<file path="src/rtl/perf_event_collector_pkg.sv">
// Shared definitions for the performance event collector: event code encoding
// (same encoding as mhpmevent) and a helper that qualifies a selector value.
package perf_event_collector_pkg;

    localparam int unsigned NumPerfEvents = 25;

    typedef enum logic [4:0] {
        EvtNone          = 5'd0,
        EvtL1ICacheMiss  = 5'd1,
        EvtL1DCacheMiss  = 5'd2,
        EvtItlbMiss      = 5'd3,
        EvtDtlbMiss      = 5'd4,
        EvtLoad          = 5'd5,
        EvtStore         = 5'd6,
        EvtException     = 5'd7,
        EvtExceptionRet  = 5'd8,
        EvtBranch        = 5'd9,
        EvtBranchMispred = 5'd10,
        EvtCall          = 5'd11,
        EvtReturn        = 5'd12,
        EvtMsbFull       = 5'd13,
        EvtIfEmpty       = 5'd14,
        EvtL1ICacheAcc   = 5'd15,
        EvtL1DCacheAcc   = 5'd16,
        EvtL1DEvict      = 5'd17,
        EvtItlbFlush     = 5'd18,
        EvtIntAlu        = 5'd19,
        EvtFpu           = 5'd20,
        EvtCsr           = 5'd21,
        EvtStallIssue    = 5'd22,
        EvtStallCommit   = 5'd23,
        EvtReserved24    = 5'd24
    } perf_evt_e;

    // Code 0 means "no event"; codes at or above num_events are unimplemented.
    function automatic logic evt_code_valid(logic [4:0] code, int unsigned num_events);
        return (code != 5'd0) && (32'(code) < num_events);
    endfunction

endpackage

</file>
<file path="src/rtl/perf_sat_acc.sv">
// One counter's increment path: registers the raw per-cycle count, merges it
// with counts buffered while the consumer is held, and saturates the result.
module perf_sat_acc #(
    parameter int unsigned RawWidth = 2,
    parameter int unsigned AccWidth = 8
) (
    input  logic                clk_i,
    input  logic                rst_i,
    input  logic [RawWidth-1:0] raw_d_i,
    input  logic                hold_i,
    input  logic                ovf_clr_i,
    output logic [AccWidth-1:0] inc_o,
    output logic                ovf_o
);

    localparam int unsigned SumWidth = AccWidth + 1;

    logic [RawWidth-1:0] raw_q;
    logic [AccWidth-1:0] acc_q, acc_d;
    logic                ovf_q, ovf_d;
    logic [SumWidth-1:0] sum_full;
    logic [AccWidth-1:0] sum_sat;
    logic                sat;

    // Saturating merge of buffered and fresh counts; hold diverts it into the accumulator.
    always_comb begin
        sum_full = {1'b0, acc_q} + SumWidth'(raw_q);
        sat      = sum_full[AccWidth];
        sum_sat  = sat ? '1 : sum_full[AccWidth-1:0];
        inc_o    = '0;
        acc_d    = '0;
        if (hold_i) begin
            acc_d = sum_sat;
        end else begin
            inc_o = sum_sat;
        end
        // A saturation in the same cycle as a clear keeps the flag set.
        ovf_d = sat | (ovf_q & ~ovf_clr_i);
    end

    // Raw count, accumulator and sticky saturation flag.
    always_ff @(posedge clk_i) begin
        if (rst_i) begin
            raw_q <= '0;
            acc_q <= '0;
            ovf_q <= 1'b0;
        end else begin
            raw_q <= raw_d_i;
            acc_q <= acc_d;
            ovf_q <= ovf_d;
        end
    end

    assign ovf_o = ovf_q;

endmodule

</file>
<file path="src/rtl/perf_event_collector.sv">
// Collects level and per-commit-port events, selects one event per counter and
// emits a per-counter increment, buffering increments while downstream is held.
module perf_event_collector
    import perf_event_collector_pkg::*;
#(
    parameter int unsigned NumCounters    = 6,
    parameter int unsigned NumCommitPorts = 2,
    parameter int unsigned NumEvents      = NumPerfEvents,
    parameter int unsigned AccWidth       = 8
) (
    input  logic                                     clk_i,
    input  logic                                     rst_i,
    input  logic [31:0]                              evt_i,
    input  logic [NumCommitPorts-1:0][31:0]          commit_evt_i,
    input  logic [NumCounters-1:0][4:0]              sel_i,
    input  logic [NumCounters-1:0]                   edge_mode_i,
    input  logic                                     inhibit_i,
    input  logic                                     hold_i,
    input  logic [NumCounters-1:0]                   ovf_clr_i,
    output logic [NumCounters-1:0][AccWidth-1:0]     inc_o,
    output logic [NumCounters-1:0]                   inc_valid_o,
    output logic [NumCounters-1:0]                   ovf_o
);

    // Enough for one level event plus one hit per commit port.
    localparam int unsigned RawWidth = $clog2(NumCommitPorts + 2);

    logic [31:0]                         prev_q;
    logic [NumCounters-1:0][RawWidth-1:0] raw_d;

    // Previous-cycle copy of the level events for edge detection; never gated.
    always_ff @(posedge clk_i) begin
        if (rst_i) begin
            prev_q <= '0;
        end else begin
            prev_q <= evt_i;
        end
    end

    // Per-counter selection: level or rising edge, plus commit-port popcount.
    always_comb begin
        raw_d = '0;
        for (int unsigned i = 0; i < NumCounters; i++) begin
            if (!inhibit_i && evt_code_valid(sel_i[i], NumEvents)) begin
                raw_d[i] = RawWidth'(edge_mode_i[i] ? (evt_i[sel_i[i]] & ~prev_q[sel_i[i]])
                                                    : evt_i[sel_i[i]]);
                for (int unsigned p = 0; p < NumCommitPorts; p++) begin
                    raw_d[i] = raw_d[i] + RawWidth'(commit_evt_i[p][sel_i[i]]);
                end
            end
        end
    end

    for (genvar i = 0; i < NumCounters; i++) begin : g_ctr
        perf_sat_acc #(
            .RawWidth (RawWidth),
            .AccWidth (AccWidth)
        ) u_acc (
            .clk_i     (clk_i),
            .rst_i     (rst_i),
            .raw_d_i   (raw_d[i]),
            .hold_i    (hold_i),
            .ovf_clr_i (ovf_clr_i[i]),
            .inc_o     (inc_o[i]),
            .ovf_o     (ovf_o[i])
        );
        assign inc_valid_o[i] = |inc_o[i];
    end

endmodule
</file>
<file path="config.mk">
export PLATFORM = sky130hd
export DESIGN_NAME = perf_event_collector
export DESIGN_NICKNAME = d
export VERILOG_FILES = /design/src/rtl/perf_event_collector_pkg.sv /design/src/rtl/perf_sat_acc.sv /design/src/rtl/perf_event_collector.sv
export SDC_FILE = /design/constraint.sdc
export NUM_CORES = 1
export LEC_CHECK = 0
export BUFFER_PORTS_ARGS = -buffer_cell sky130_fd_sc_hd__buf_2
export CAP_MARGIN = 20
export CORE_AREA = 3 3 152 140
export CTS_BUF_LIST = sky130_fd_sc_hd__clkbuf_4 sky130_fd_sc_hd__clkbuf_8
export DETAILED_ROUTE_END_ITERATION = 16
export DIE_AREA = 0 0 155 143
export GPL_TIMING_DRIVEN = 0
export PLACE_DENSITY = 0.79
export SLEW_MARGIN = 20
export SYNTH_ARGS = -nofsm -noshare
export SYNTH_HDL_FRONTEND = slang
export SYNTH_HIERARCHICAL = 1
export SYNTH_SLANG_ARGS = --single-unit
</file>
<file path="constraint.sdc">
create_clock -name clk_i -period 4.6 [get_ports clk_i]
set_input_delay 0.46 -clock clk_i [delete_from_list [all_inputs] [get_ports clk_i]]
set_output_delay 0.46 -clock clk_i [all_outputs]
set_load 0.01 [all_outputs]
</file>
==> results.cfg <==
[global_routing]
grtUsageTotal_pct = 33.60
grt_pass1_wl_mm = 56.79
gr-total-overflow = 0
grt_antenna_before_repair = 2
grt_pass1_vias = 9837
grt_max_degree = 30

[detailed_routing]
wl_met3_mm = 6.160
wl_per_cell_um = 26.69
top_layer_used = met5
first_pass_iters = 11
wl_mm = 37.42
drt_iter0_drc = 1345
drcViolationCount = 1
ant_nets = 0
drt-met1-wl_mm = 12.84
via_per_inst = 7.403
wl_met2_mm = 16.28
dr_total_vias = 10380

[clocking]
cts.hold.buffers_added = 0
clk_pin_slew_ns = 0.13
post_cts_buffers = 0
cts_sinks = 98
cts_max_level = 3
cts_resized = 0
cts_tree = yes
cts_buffer_depth = 2
cts_root_buf = clkbuf_8
numCtsBuffers = 9
worstSkewPairLatency_ns = 0.41

[synth]
synth_edf_count = 0
yosysWarnings = 6
synth-seq-cells = 98
synth.distinct_cells = 46
syn-num-nets = 1115
ys_seq_area_share_pct = 18.12
async_flop_share_pct = 0
syn_area_um2 = 10830
synth_area_leaders = mux4_2 45%, dfxtp_1 18%, nor2b_1 3.2%
synth_top_area_share_pct = 44.92
postSynthCellCount = 949
ys.flop_type = dfxtp_1
synth.most_common_cell = mux4_2
syn_area_per_cell_um2 = 11.41
yosysTopAreaCell = mux4_2
synthTopCellsByCount = 216 x mux4_2, 98 x dfxtp_1, 56 x nor2b_1, 54 x nor2_1

[sta]
rsz0062_at_grt = false
maxSlewHeadroom_pct = 36.79
finalHoldViolCount = 0
final_max_slew_viol_count = 0
setup_tns_ns = 0
fin_crit_ns = 3.116
clock_skew_ns = 0.02007
fmax_mhz = 320.9
setup_viol_count_final = 0
worstMarginPinSlew_ns = 0.9482
min_period_over_period_pct = 67.74

[place]
place_inst = 1386
io_buffers = 182
hpwl_mm = 28.09
place_congestion = 1.047

[power]
leakagePower_uw = 0.004623
power_density_nw_per_um2 = 202.9
combPwrFrac_pct = 39.6
pwr-share-clk_pct = 23.8
peakVddDrop_uv = 148.3
cellInternalPower_uw = 1588
swShare_pct = 36.15
pwr-share-seq_pct = 36.6
switchingPower_uw = 899.4

[critical_path]
critPathMaxFanout = 10
cp_data_arrival_time_ns = 3.44
critPathTopFamily = multiplexers
critPathKind = primary input to flip-flop
cp_data_required_time_ns = 4.93
worstSetupStartpointType = primary input
crit_chain = clkbuf_1 > clkbuf_1 > mux4_2 > mux4_2 > mux2i_1 > fa_1 > nor2_1 > nor2b_1
worstSetupEndpointType = flip-flop
cpPeakStageDelay_ns = 0.67
cp_slowest_cell = clkbuf_1
critical_path.n_buffers_inverters = 2

[worst_hold_path]
hold_class = primary input to flip-flop

[layout]
num_antenna_cells = 0
fillers = 1584
drive_above_1_share_pct = 42.55
fin_util_pct = 61.91
area_delta_synth_final_pct = 13.21
finish.net_count = 1308
fin_cells = 1402

[run]
max_cap_viol_count = 0

[die]
io_pins = 202
initial_core_util_pct = 54.69
core_region_area_um2 = 19800
num_rows = 49
die_area_um2 = 22170
die_h_um = 143
die_w_um = 155

[status]
violations = DRC
outcome = finished, violations left
-- cell usage in the layout (no fill, tap or decap), types with 26 or more instances in the layout --
| cell | netlist | final |
|---|---|---|
| nor2_1 | 54 | 54 |
| mux4_2 | 216 | 216 |
| clkbuf_1 | 32 | 32 |
| a21oi_1 | 40 | 40 |
| nand2_1 | 31 | 31 |
| a31oi_1 | 27 | 27 |
| nand3_1 | 26 | 26 |
| buf_2 | 24 | 206 |
| nand2b_1 | 26 | 26 |
| dfxtp_1 | 98 | 98 |
| or3_1 | 35 | 35 |
| nor2b_1 | 56 | 56 |
| nor3_1 | 40 | 40 |
| inv_1 | 32 | 32 |
-- logic make-up (layout without fill, tap and decap cells) --
family          count (synthesis)  after routing  synth area share (%)
simple gates                  332            332                 17.42
xor+xnor                        4              4                0.3235
fa+ha+maj                      24             24                 3.605
buf+inv                       120            318                 5.789
flops                          98             98                 18.12
compound gates                140            140                 8.434
mux                           231            231                 46.31
-- through the flow --
stage	setup slack (ns)	area [um2]	power [uW]	hold WS, ns
floorplan	1.850	10830	1551	0.4873
global placement	1.201	12060	1856	0.4560
detailed placement	1.193	12060	1881	0.4560
CTS	1.613	12260	2465	0.2852
global route	1.431	12260	2581	0.2931
finish	1.484	12260	2488	0.2998
-- worst paths after layout --
path / from / endpoint / slack, ns / cells after the start
setup / recovery: sel_i[16] / g_ctr[3].u_acc/raw_q[0] / 1.48 / 8
hold / removal: ovf_clr_i[4] / g_ctr[4].u_acc/ovf_o / 0.30 / 3
hold reg to reg: g_ctr[2].u_acc/ovf_o / g_ctr[2].u_acc/ovf_o / 0.48 / 2
setup reg to reg: prev_q[19] / g_ctr[0].u_acc/raw_q[1] / 2.06 / 7
-- state kept, by name, indices dropped and copies added, names as in the netlist --
name and flops:
prev_q 32, g_ctr.u_acc/raw_q 12, g_ctr.u_acc/acc_q 48, g_ctr.u_acc/ovf_o 6
-- power groups by stage --
stage               logic, uW  clock network, uW  registers [uW]
floorplan                 636                  0             915
global placement          929                  0             927
detailed placement        952                  0             928
CTS                       956                600             909
global route             1030                633             914
finish                    985                592             911
-- metal layers --
metal | vias up | track usage [%]
met5 | - | 0
met4 | 4 | 15.38
met3 | 200 | 11.85
met2 | 987 | 49.81
met1 | 4937 | 44.82
li1 | 4251 | -
-- final cells by class --
class                           count  area [um2]  area share, %
Timing Repair Buffer              182       910.9          7.430
Buffer                             88       506.7          4.133
Clock inverter                      7       76.32         0.6226
Clock buffer                        9       123.9          1.010
Multi-Input combinational cell    731        8240          67.22
Tap cell                          255       319.1          2.603
Sequential cell                    98        1962          16.00
Inverter                           32       120.1         0.9798
-- tightest hold or removal path, stage by stage --
cell and delay [ns]:
buf_2 0.07, nand2b_1 0.09, a21oi_1 0.06
(Power assumes the default switching activity.)
